===== config.mk =====
export PLATFORM = sky130hd
export DESIGN_NAME = slant_rx_flat
export DESIGN_NICKNAME = d
export VERILOG_FILES = /design/src/rtl/slant_rx_pkg.sv /design/src/rtl/slant_rx_if.sv /design/src/rtl/slant_marker_det.sv /design/src/rtl/slant_rx.sv /design/src/flat_wrapper.sv
export SDC_FILE = /design/constraint.sdc
export NUM_CORES = 1
export LEC_CHECK = 0
export ABC_CLOCK_PERIOD_IN_PS = 3300
export CORE_MARGIN = 2
export CORE_UTILIZATION = 55
export CTS_CLUSTER_DIAMETER = 100
export CTS_CLUSTER_SIZE = 25
export DETAILED_ROUTE_END_ITERATION = 8
export GPL_TIMING_DRIVEN = 0
export PLACE_DENSITY = 0.8
export SLEW_MARGIN = 15
export SYNTH_ARGS = -nofsm -noshare
export SYNTH_HDL_FRONTEND = slang
export SYNTH_SLANG_ARGS = --single-unit

===== constraint.sdc =====
create_clock -name Cclk -period 3.3 [get_ports Cclk]
set_input_delay 0.825 -clock Cclk [delete_from_list [all_inputs] [get_ports Cclk]]
set_output_delay 0.825 -clock Cclk [all_outputs]
set_load 0.02 [all_outputs]

===== src/rtl/slant_rx_pkg.sv =====
// slant_rx_pkg: SLANT link constants and receiver state encoding shared with the transmitter
package slant_rx_pkg;
  localparam logic [23:0] FRAME1_PAT = 24'haab155;
  localparam logic [23:0] FRAME0_PAT = 24'haa8d55;
  localparam logic [15:0] HSYNC_PAT  = 16'ha355;
  localparam logic [5:0]  MARKER_SYM = 6'h3f;
  typedef enum logic [1:0] {HUNT, DATA, GAP} state_e;
endpackage


===== src/rtl/slant_rx_if.sv =====
// slant_rx_if: four-lane SLANT symbol bus with a one-cycle strobe
interface slant_rx_if;
  logic       RxValid;
  logic [5:0] Rx0Data, Rx1Data, Rx2Data, Rx3Data;
  modport master(output RxValid, Rx0Data, Rx1Data, Rx2Data, Rx3Data);
  modport slave(input RxValid, Rx0Data, Rx1Data, Rx2Data, Rx3Data);
endinterface


===== src/rtl/slant_marker_det.sv =====
// slant_marker_det: marker-bit shift register with frame and line-sync comparators
module slant_marker_det
  import slant_rx_pkg::*;
#(
  parameter logic [23:0] FRAME1 = FRAME1_PAT,
  parameter logic [23:0] FRAME0 = FRAME0_PAT,
  parameter logic [15:0] HSYNC  = HSYNC_PAT
) (
  input  logic Cclk,
  input  logic rstn,
  input  logic shift_en,
  input  logic mk_bit,
  output logic frame_hit,
  output logic odd_hit,
  output logic hsync_hit
);
  logic [23:0] mk_sr_q, mk_sr_d;
  // matches look at the value being loaded so they act on the completing symbol
  always_comb mk_sr_d = shift_en ? {mk_sr_q[22:0], mk_bit} : mk_sr_q;
  assign odd_hit   = shift_en && mk_sr_d == FRAME1;
  assign frame_hit = odd_hit || (shift_en && mk_sr_d == FRAME0);
  assign hsync_hit = shift_en && mk_sr_d[15:0] == HSYNC;
  always_ff @(posedge Cclk or negedge rstn)
    if (!rstn) mk_sr_q <= '0;
    else       mk_sr_q <= mk_sr_d;
endmodule


===== src/rtl/slant_rx.sv =====
// slant_rx: SLANT four-lane receiver, framing FSM and Y/C pixel group assembly
module slant_rx
  import slant_rx_pkg::*;
#(
  parameter logic [23:0] FRAME1          = FRAME1_PAT,
  parameter logic [23:0] FRAME0          = FRAME0_PAT,
  parameter logic [15:0] HSYNC           = HSYNC_PAT,
  parameter int          PAIRS_PER_LINE  = 40,
  parameter int          LINES_PER_FRAME = 960,
  parameter int          GAP_TIMEOUT     = 32
) (
  input  logic        Cclk,
  input  logic        rstn,
  slant_rx_if.slave   rx,
  input  logic        err_clr,
  output logic        m_valid,
  output logic [39:0] m_data,
  output logic        m_sof,
  output logic        m_eol,
  output logic        frame_odd,
  output logic        frame_done,
  output logic [7:0]  err_cnt
);
  localparam int PW = $clog2(PAIRS_PER_LINE + 1);
  localparam int LW = $clog2(LINES_PER_FRAME + 1);
  localparam int GW = $clog2(GAP_TIMEOUT + 1);
  localparam logic [PW-1:0] PAIR_LAST = PW'(PAIRS_PER_LINE - 1);
  localparam logic [LW-1:0] LINE_LAST = LW'(LINES_PER_FRAME - 1);
  localparam logic [GW-1:0] GAP_LAST  = GW'(GAP_TIMEOUT - 1);
  state_e          state_q, state_d;
  logic [LW-1:0]   line_q, line_d;
  logic [PW-1:0]   pair_q, pair_d;
  logic [GW-1:0]   gap_q, gap_d;
  logic            phase_q, phase_d, sof_pend_q, sof_pend_d, odd_q, odd_d;
  logic [19:0]     y_q, y_d;
  logic [39:0]     data_q, data_d;
  logic            valid_q, valid_d, sof_q, sof_d, eol_q, eol_d, done_q, done_d;
  logic [7:0]      err_q, err_d;
  logic [3:0][5:0] lane;
  logic [19:0]     val;
  logic [3:0]      hi;
  logic            agree, mk_bit, frame_hit, odd_hit, hsync_hit, err_inc;
  assign lane   = {rx.Rx3Data, rx.Rx2Data, rx.Rx1Data, rx.Rx0Data};
  assign val    = {lane[3][4:0], lane[2][4:0], lane[1][4:0], lane[0][4:0]};
  assign hi     = {lane[3][5], lane[2][5], lane[1][5], lane[0][5]};
  assign agree  = lane[3] == lane[0] && lane[2] == lane[0] && lane[1] == lane[0];
  assign mk_bit = agree && lane[0] == MARKER_SYM;
  slant_marker_det #(.FRAME1(FRAME1), .FRAME0(FRAME0), .HSYNC(HSYNC)) u_det (
    .Cclk(Cclk), .rstn(rstn), .shift_en(rx.RxValid), .mk_bit(mk_bit),
    .frame_hit(frame_hit), .odd_hit(odd_hit), .hsync_hit(hsync_hit)
  );
  always_comb begin
    state_d    = state_q;
    line_d     = line_q;
    pair_d     = pair_q;
    gap_d      = gap_q;
    phase_d    = phase_q;
    sof_pend_d = sof_pend_q;
    odd_d      = odd_q;
    y_d        = y_q;
    data_d     = data_q;
    valid_d    = 1'b0;
    sof_d      = 1'b0;
    eol_d      = 1'b0;
    done_d     = 1'b0;
    err_inc    = 1'b0;
    if (rx.RxValid) begin
      if (frame_hit) begin
        state_d    = DATA;
        line_d     = '0;
        pair_d     = '0;
        phase_d    = 1'b0;
        odd_d      = odd_hit;
        sof_pend_d = 1'b1;
      end else if (state_q == DATA) begin
        err_inc = |hi;
        phase_d = ~phase_q;
        if (!phase_q) y_d = val;
        else begin
          valid_d    = 1'b1;
          sof_d      = sof_pend_q;
          sof_pend_d = 1'b0;
          data_d     = {val[19:15], y_q[19:15], val[14:10], y_q[14:10],
                        val[9:5], y_q[9:5], val[4:0], y_q[4:0]};
          eol_d      = pair_q == PAIR_LAST;
          pair_d     = eol_d ? '0 : pair_q + 1'b1;
          if (eol_d) begin
            done_d  = line_q == LINE_LAST;
            state_d = done_d ? HUNT : GAP;
            gap_d   = '0;
          end
        end
      end else begin
        err_inc = !agree;
        if (state_q == GAP) begin
          if (hsync_hit) begin
            state_d = DATA;
            line_d  = line_q + 1'b1;
            pair_d  = '0;
            phase_d = 1'b0;
          end else if (gap_q == GAP_LAST) begin
            state_d = HUNT;
            err_inc = 1'b1;
          end else gap_d = gap_q + 1'b1;
        end
      end
    end
  end
  always_comb err_d = err_clr ? 8'h00 : (err_inc && err_q != 8'hff) ? err_q + 8'h01 : err_q;
  always_ff @(posedge Cclk or negedge rstn)
    if (!rstn) begin
      state_q    <= HUNT;
      line_q     <= '0;
      pair_q     <= '0;
      gap_q      <= '0;
      phase_q    <= 1'b0;
      sof_pend_q <= 1'b0;
      odd_q      <= 1'b0;
      y_q        <= '0;
      data_q     <= '0;
      valid_q    <= 1'b0;
      sof_q      <= 1'b0;
      eol_q      <= 1'b0;
      done_q     <= 1'b0;
      err_q      <= '0;
    end else begin
      state_q    <= state_d;
      line_q     <= line_d;
      pair_q     <= pair_d;
      gap_q      <= gap_d;
      phase_q    <= phase_d;
      sof_pend_q <= sof_pend_d;
      odd_q      <= odd_d;
      y_q        <= y_d;
      data_q     <= data_d;
      valid_q    <= valid_d;
      sof_q      <= sof_d;
      eol_q      <= eol_d;
      done_q     <= done_d;
      err_q      <= err_d;
    end
  assign m_valid    = valid_q;
  assign m_data     = data_q;
  assign m_sof      = sof_q;
  assign m_eol      = eol_q;
  assign frame_odd  = odd_q;
  assign frame_done = done_q;
  assign err_cnt    = err_q;
endmodule

===== src/flat_wrapper.sv =====
// flat-port wrapper written by rule: the top's interface ports become plain ports
module slant_rx_flat import slant_rx_pkg::*;
#(
  parameter logic [23:0] FRAME1          = FRAME1_PAT,
  parameter logic [23:0] FRAME0          = FRAME0_PAT,
  parameter logic [15:0] HSYNC           = HSYNC_PAT,
  parameter int          PAIRS_PER_LINE  = 40,
  parameter int          LINES_PER_FRAME = 960,
  parameter int          GAP_TIMEOUT     = 32
)
  (Cclk, rstn, err_clr, m_valid, m_data, m_sof, m_eol, frame_odd, frame_done, err_cnt, rx_RxValid, rx_Rx0Data, rx_Rx1Data, rx_Rx2Data, rx_Rx3Data);
  slant_rx_if rx_i ();
  input  logic Cclk;
  input  logic rstn;
  input  logic err_clr;
  output logic m_valid;
  output logic [39:0] m_data;
  output logic m_sof;
  output logic m_eol;
  output logic frame_odd;
  output logic frame_done;
  output logic [7:0] err_cnt;
  input wire logic [$bits(rx_i.RxValid)-1:0] rx_RxValid;
  input wire logic [$bits(rx_i.Rx0Data)-1:0] rx_Rx0Data;
  input wire logic [$bits(rx_i.Rx1Data)-1:0] rx_Rx1Data;
  input wire logic [$bits(rx_i.Rx2Data)-1:0] rx_Rx2Data;
  input wire logic [$bits(rx_i.Rx3Data)-1:0] rx_Rx3Data;
  assign rx_i.RxValid = rx_RxValid;
  assign rx_i.Rx0Data = rx_Rx0Data;
  assign rx_i.Rx1Data = rx_Rx1Data;
  assign rx_i.Rx2Data = rx_Rx2Data;
  assign rx_i.Rx3Data = rx_Rx3Data;
  slant_rx #(.FRAME1(FRAME1), .FRAME0(FRAME0), .HSYNC(HSYNC), .PAIRS_PER_LINE(PAIRS_PER_LINE), .LINES_PER_FRAME(LINES_PER_FRAME), .GAP_TIMEOUT(GAP_TIMEOUT)) u_core (.Cclk(Cclk), .rstn(rstn), .rx(rx_i), .err_clr(err_clr), .m_valid(m_valid), .m_data(m_data), .m_sof(m_sof), .m_eol(m_eol), .frame_odd(frame_odd), .frame_done(frame_done), .err_cnt(err_cnt));
endmodule

==> flow_summary.yaml, run 1 <==
outcome:
  status: "completed"
pwr:
  p_int_mw: 2.83
  pwr_density_cell_nw_per_um2: 481
  p_comb_share_pct: 3.5
  total_power_mw: 3.55
  p_clk_share_pct: 53.9
  swShare_pct: 20.2
  leakage_nw: 3.41
  irDropWorstVdd_mv: 0.323
  pwr-share-seq_pct: 42.6
  p_sw_uw: 717
clocking:
  htree_levels: 4
  cts-hold-fix-buffers: 0
  cts_tree: "done"
  clk_latency_ns: 0.51
  cts_buffers: 17
  cts_buffer_depth: 2
  cts_sinks: 122
  root_buffer: "clkbuf_8"
  clkTransAtPathRegs_ns: 0.06
final_layout:
  area_growth_pct: 29.6
  nNetsFinal: 612
  final_core_util_pct: 72.4
  design_area_um2: 7380
  final-seq-area_um2: 3050
  n_fill_cell: 681
  final_common_cell: "dfrtp_1"
  insertedDiodeCount: 0
  multi_input_area_um2: 2490
  layout-drive-gt1-share_pct: 23.4
  final_cell_mix: "122 x dfrtp_1, 67 x mux2_2, 66 x clkdlybuf4s50_1"
timing:
  post-route-period-util_pct: 98.9
  period_needed_ns: 3.26
  finalMaxSlewViolations: 0
  setup_viol: 0
  hold_viol_final: 0
  tightest_slew_ns: 0.658
  finClkSkew_ns: 0.00755
  clock.fmax_mhz: 307
  slew-limit-headroom_pct: 55.7
synth:
  synth_edf_count: 0
  synth.cell_area_um2: 5690
  ys_ff_latch: 122
  yosysTopAreaCell: "dfrtp_1"
  yosysTopAreaCellShare_pct: 53.6
  synthCells: 471
  yosysSeqAreaShare_pct: 53.6
  avgSynthCellArea_um2: 12.1
  synthDistinctLibCells: 62
  synthTopCellsByArea: "dfrtp_1 54%, mux2_2 13%, mux2_4 2.1%"
  yosys_warnings: 0
  synthArstFlopShare_pct: 100
  syn-num-nets: 506
  ys_dominant_reg_cell: "dfrtp_1"
route:
  viasPerCell: 5.88
  wl_per_cell_um: 18.3
  vias: 4270
  drt_iter0_markers: 193
  top_layer: "met4"
  drt-total-wl_um: 13300
  wl_met2_um: 6860
  drcViolationCount: 0
  ant_nets: 0
  dr_wl_met3_um: 655
  drt-met1-wl_um: 5580
  first_pass_iters: 5
place:
  dp_hpwl_um: 8790
  portBuffers: 78
  gp_congestion: 0.816
  place_area_um2: 6670
critical_path:
  setup.worst_path.start: "rx_Rx0Data[2]"
  required_ns: 3.70
  start_kind: "input pin"
  rrSetupSlack_ns: 0.30
  endpoint_kind: "flip-flop"
  cp.arrival_ns: 3.66
  reg2reg_from: "u_core.u_det.mk_sr_q[8]"
  cp_max_fo: 8
  worst-setup-path-type: "input pin to flip-flop"
die:
  io_pins: 81
  die_height_um: 106
  dieArea_um2: 11200
  num_rows: 37
  coreArea_um2: 10200
  die_w_um: 106
  start_util_pct: 55.9
global_routing:
  antenna_found_initial: 0
  first_global_vias: 4363
  grt_pass1_wl_um: 21800
  grt_max_degree: 75
  grt-ovfl-total: 0
  grt_usage_pct: 25.2
min_path:
  worstHoldPathType: "input pin to async pin"
run:
  maxCapViolations: 0
-- final cells by class --
type / count / area share (%)
sequential: 122 / 41.4
clock inverter: 8 / 1.90
tap: 136 / 2.31
clock buffer: 24 / 6.38
timing repair buffer: 87 / 11.7
multi-input combinational: 319 / 33.8
buffer: 17 / 1.80
inverter: 13 / 0.763
-- kinds of logic (layout without fill, tap and decap cells) --
| logic type | Yosys count | in the layout | share of synthesized area (%) |
|---|---|---|---|
| AND/OR/NAND/NOR | 151 | 151 | 15.2 |
| flip-flops | 122 | 122 | 53.6 |
| multiplexers | 86 | 86 | 17.5 |
| AO/OA/AOI/OAI | 64 | 64 | 7.49 |
| buffers and inverters | 30 | 149 | 2.94 |
| XOR/XNOR | 11 | 11 | 1.69 |
| adder cells (fa/ha/maj) | 7 | 7 | 1.54 |
-- power groups by stage --
stage / registers (mW) / logic, mW / clock network [mW]
after floorplan: 1.54 / 0.0357 / 0
after global placement: 1.54 / 0.124 / 0
after detailed placement: 1.54 / 0.131 / 0
after CTS: 1.51 / 0.127 / 1.94
after global routing: 1.51 / 0.141 / 2.00
final: 1.51 / 0.126 / 1.91
-- final timing paths --
path | end | cells past startpoint
max | u_core.m_data[18] | 12
min | u_core.m_data[13] | 1
max reg2reg | u_core.m_data[18] | 9
min reg2reg | u_core.m_data[34] | 1
max in group asynchronous | u_core.gap_q[2] | 2
min in group Cclk | u_core.m_data[34] | 1
-- repair_timing --
action                                  in CTS  in global routing
pin swaps                                    3                  4
resized for setup                           14                 13
endpoints found under the setup margin      86                 37
setup buffers                                4                  4
-- synthesized netlist by cell type, drive strengths merged (6+ instances only) --
cell type	instances
dfrtp	122
mux2	83
nand2	24
nor2	24
nand3	16
nand4	16
a21oi	15
o21ai	14
inv	13
buf	12
nor3	11
or3	11
xnor2	8
ha	7
a211oi	6
and2	6
and3	6
-- registers in the layout, summed over array words and instances, names as in the netlist, 2 cells and up --
| name | cells |
|---|---|
| u_core.pair_q | 6 |
| u_core.gap_q | 6 |
| u_core.line_q | 10 |
| u_core.m_data | 40 |
| u_core.y_q | 20 |
| u_core.state_q | 2 |
| u_core.u_det.mk_sr_q | 23 |
| u_core.err_cnt | 8 |
-- critical path, stage by stage --
cell and delay [ns]:
dlygate4sd2_1 0.34, or3_1 0.41, a222oi_1 0.46, nand4_1 0.24
o21a_1 0.24, buf_6 0.15, inv_6 0.07, and2_4 0.17
or3_4 0.16, buf_12 0.13, buf_12 0.13, mux2_2 0.34
-- through the flow --
stage          TNS [ns]  hold slack, ns  std cells  worst slack, ns
2_1_floorplan         0           0.454        471           0.0656
3_3_place_gp    -456.46           0.464        685            -3.21
3_5_place_dp     -67.68           0.478        686           -0.943
4_1_cts               0           0.244        722          0.00610
5_1_grt           -3.04           0.269        726           -0.127
6_report              0           0.250        726           0.0376
-- metal layers --
| layer | up-vias | GRT usage [%] |
|---|---|---|
| li1 | 1952 | - |
| met2 | 133 | 41.6 |
| met3 | 19 | 5.94 |
| met1 | 2166 | 32.1 |
| met5 | - | 0 |
| met4 | 0 | 9.96 |
Power figures use the tool's default switching activity.
==> inputs of run 2 (changes only) <==
--- a/config.mk
+++ b/config.mk
@@ -13,6 +13,7 @@
 export DETAILED_ROUTE_END_ITERATION = 8
 export GPL_TIMING_DRIVEN = 0
 export PLACE_DENSITY = 0.8
+export SKIP_LAST_GASP = 1
 export SLEW_MARGIN = 15
 export SYNTH_ARGS = -nofsm -noshare
 export SYNTH_HDL_FRONTEND = slang
==> results of run 2 <==
Final layout, timing and power as in run 1 (identical DEF).
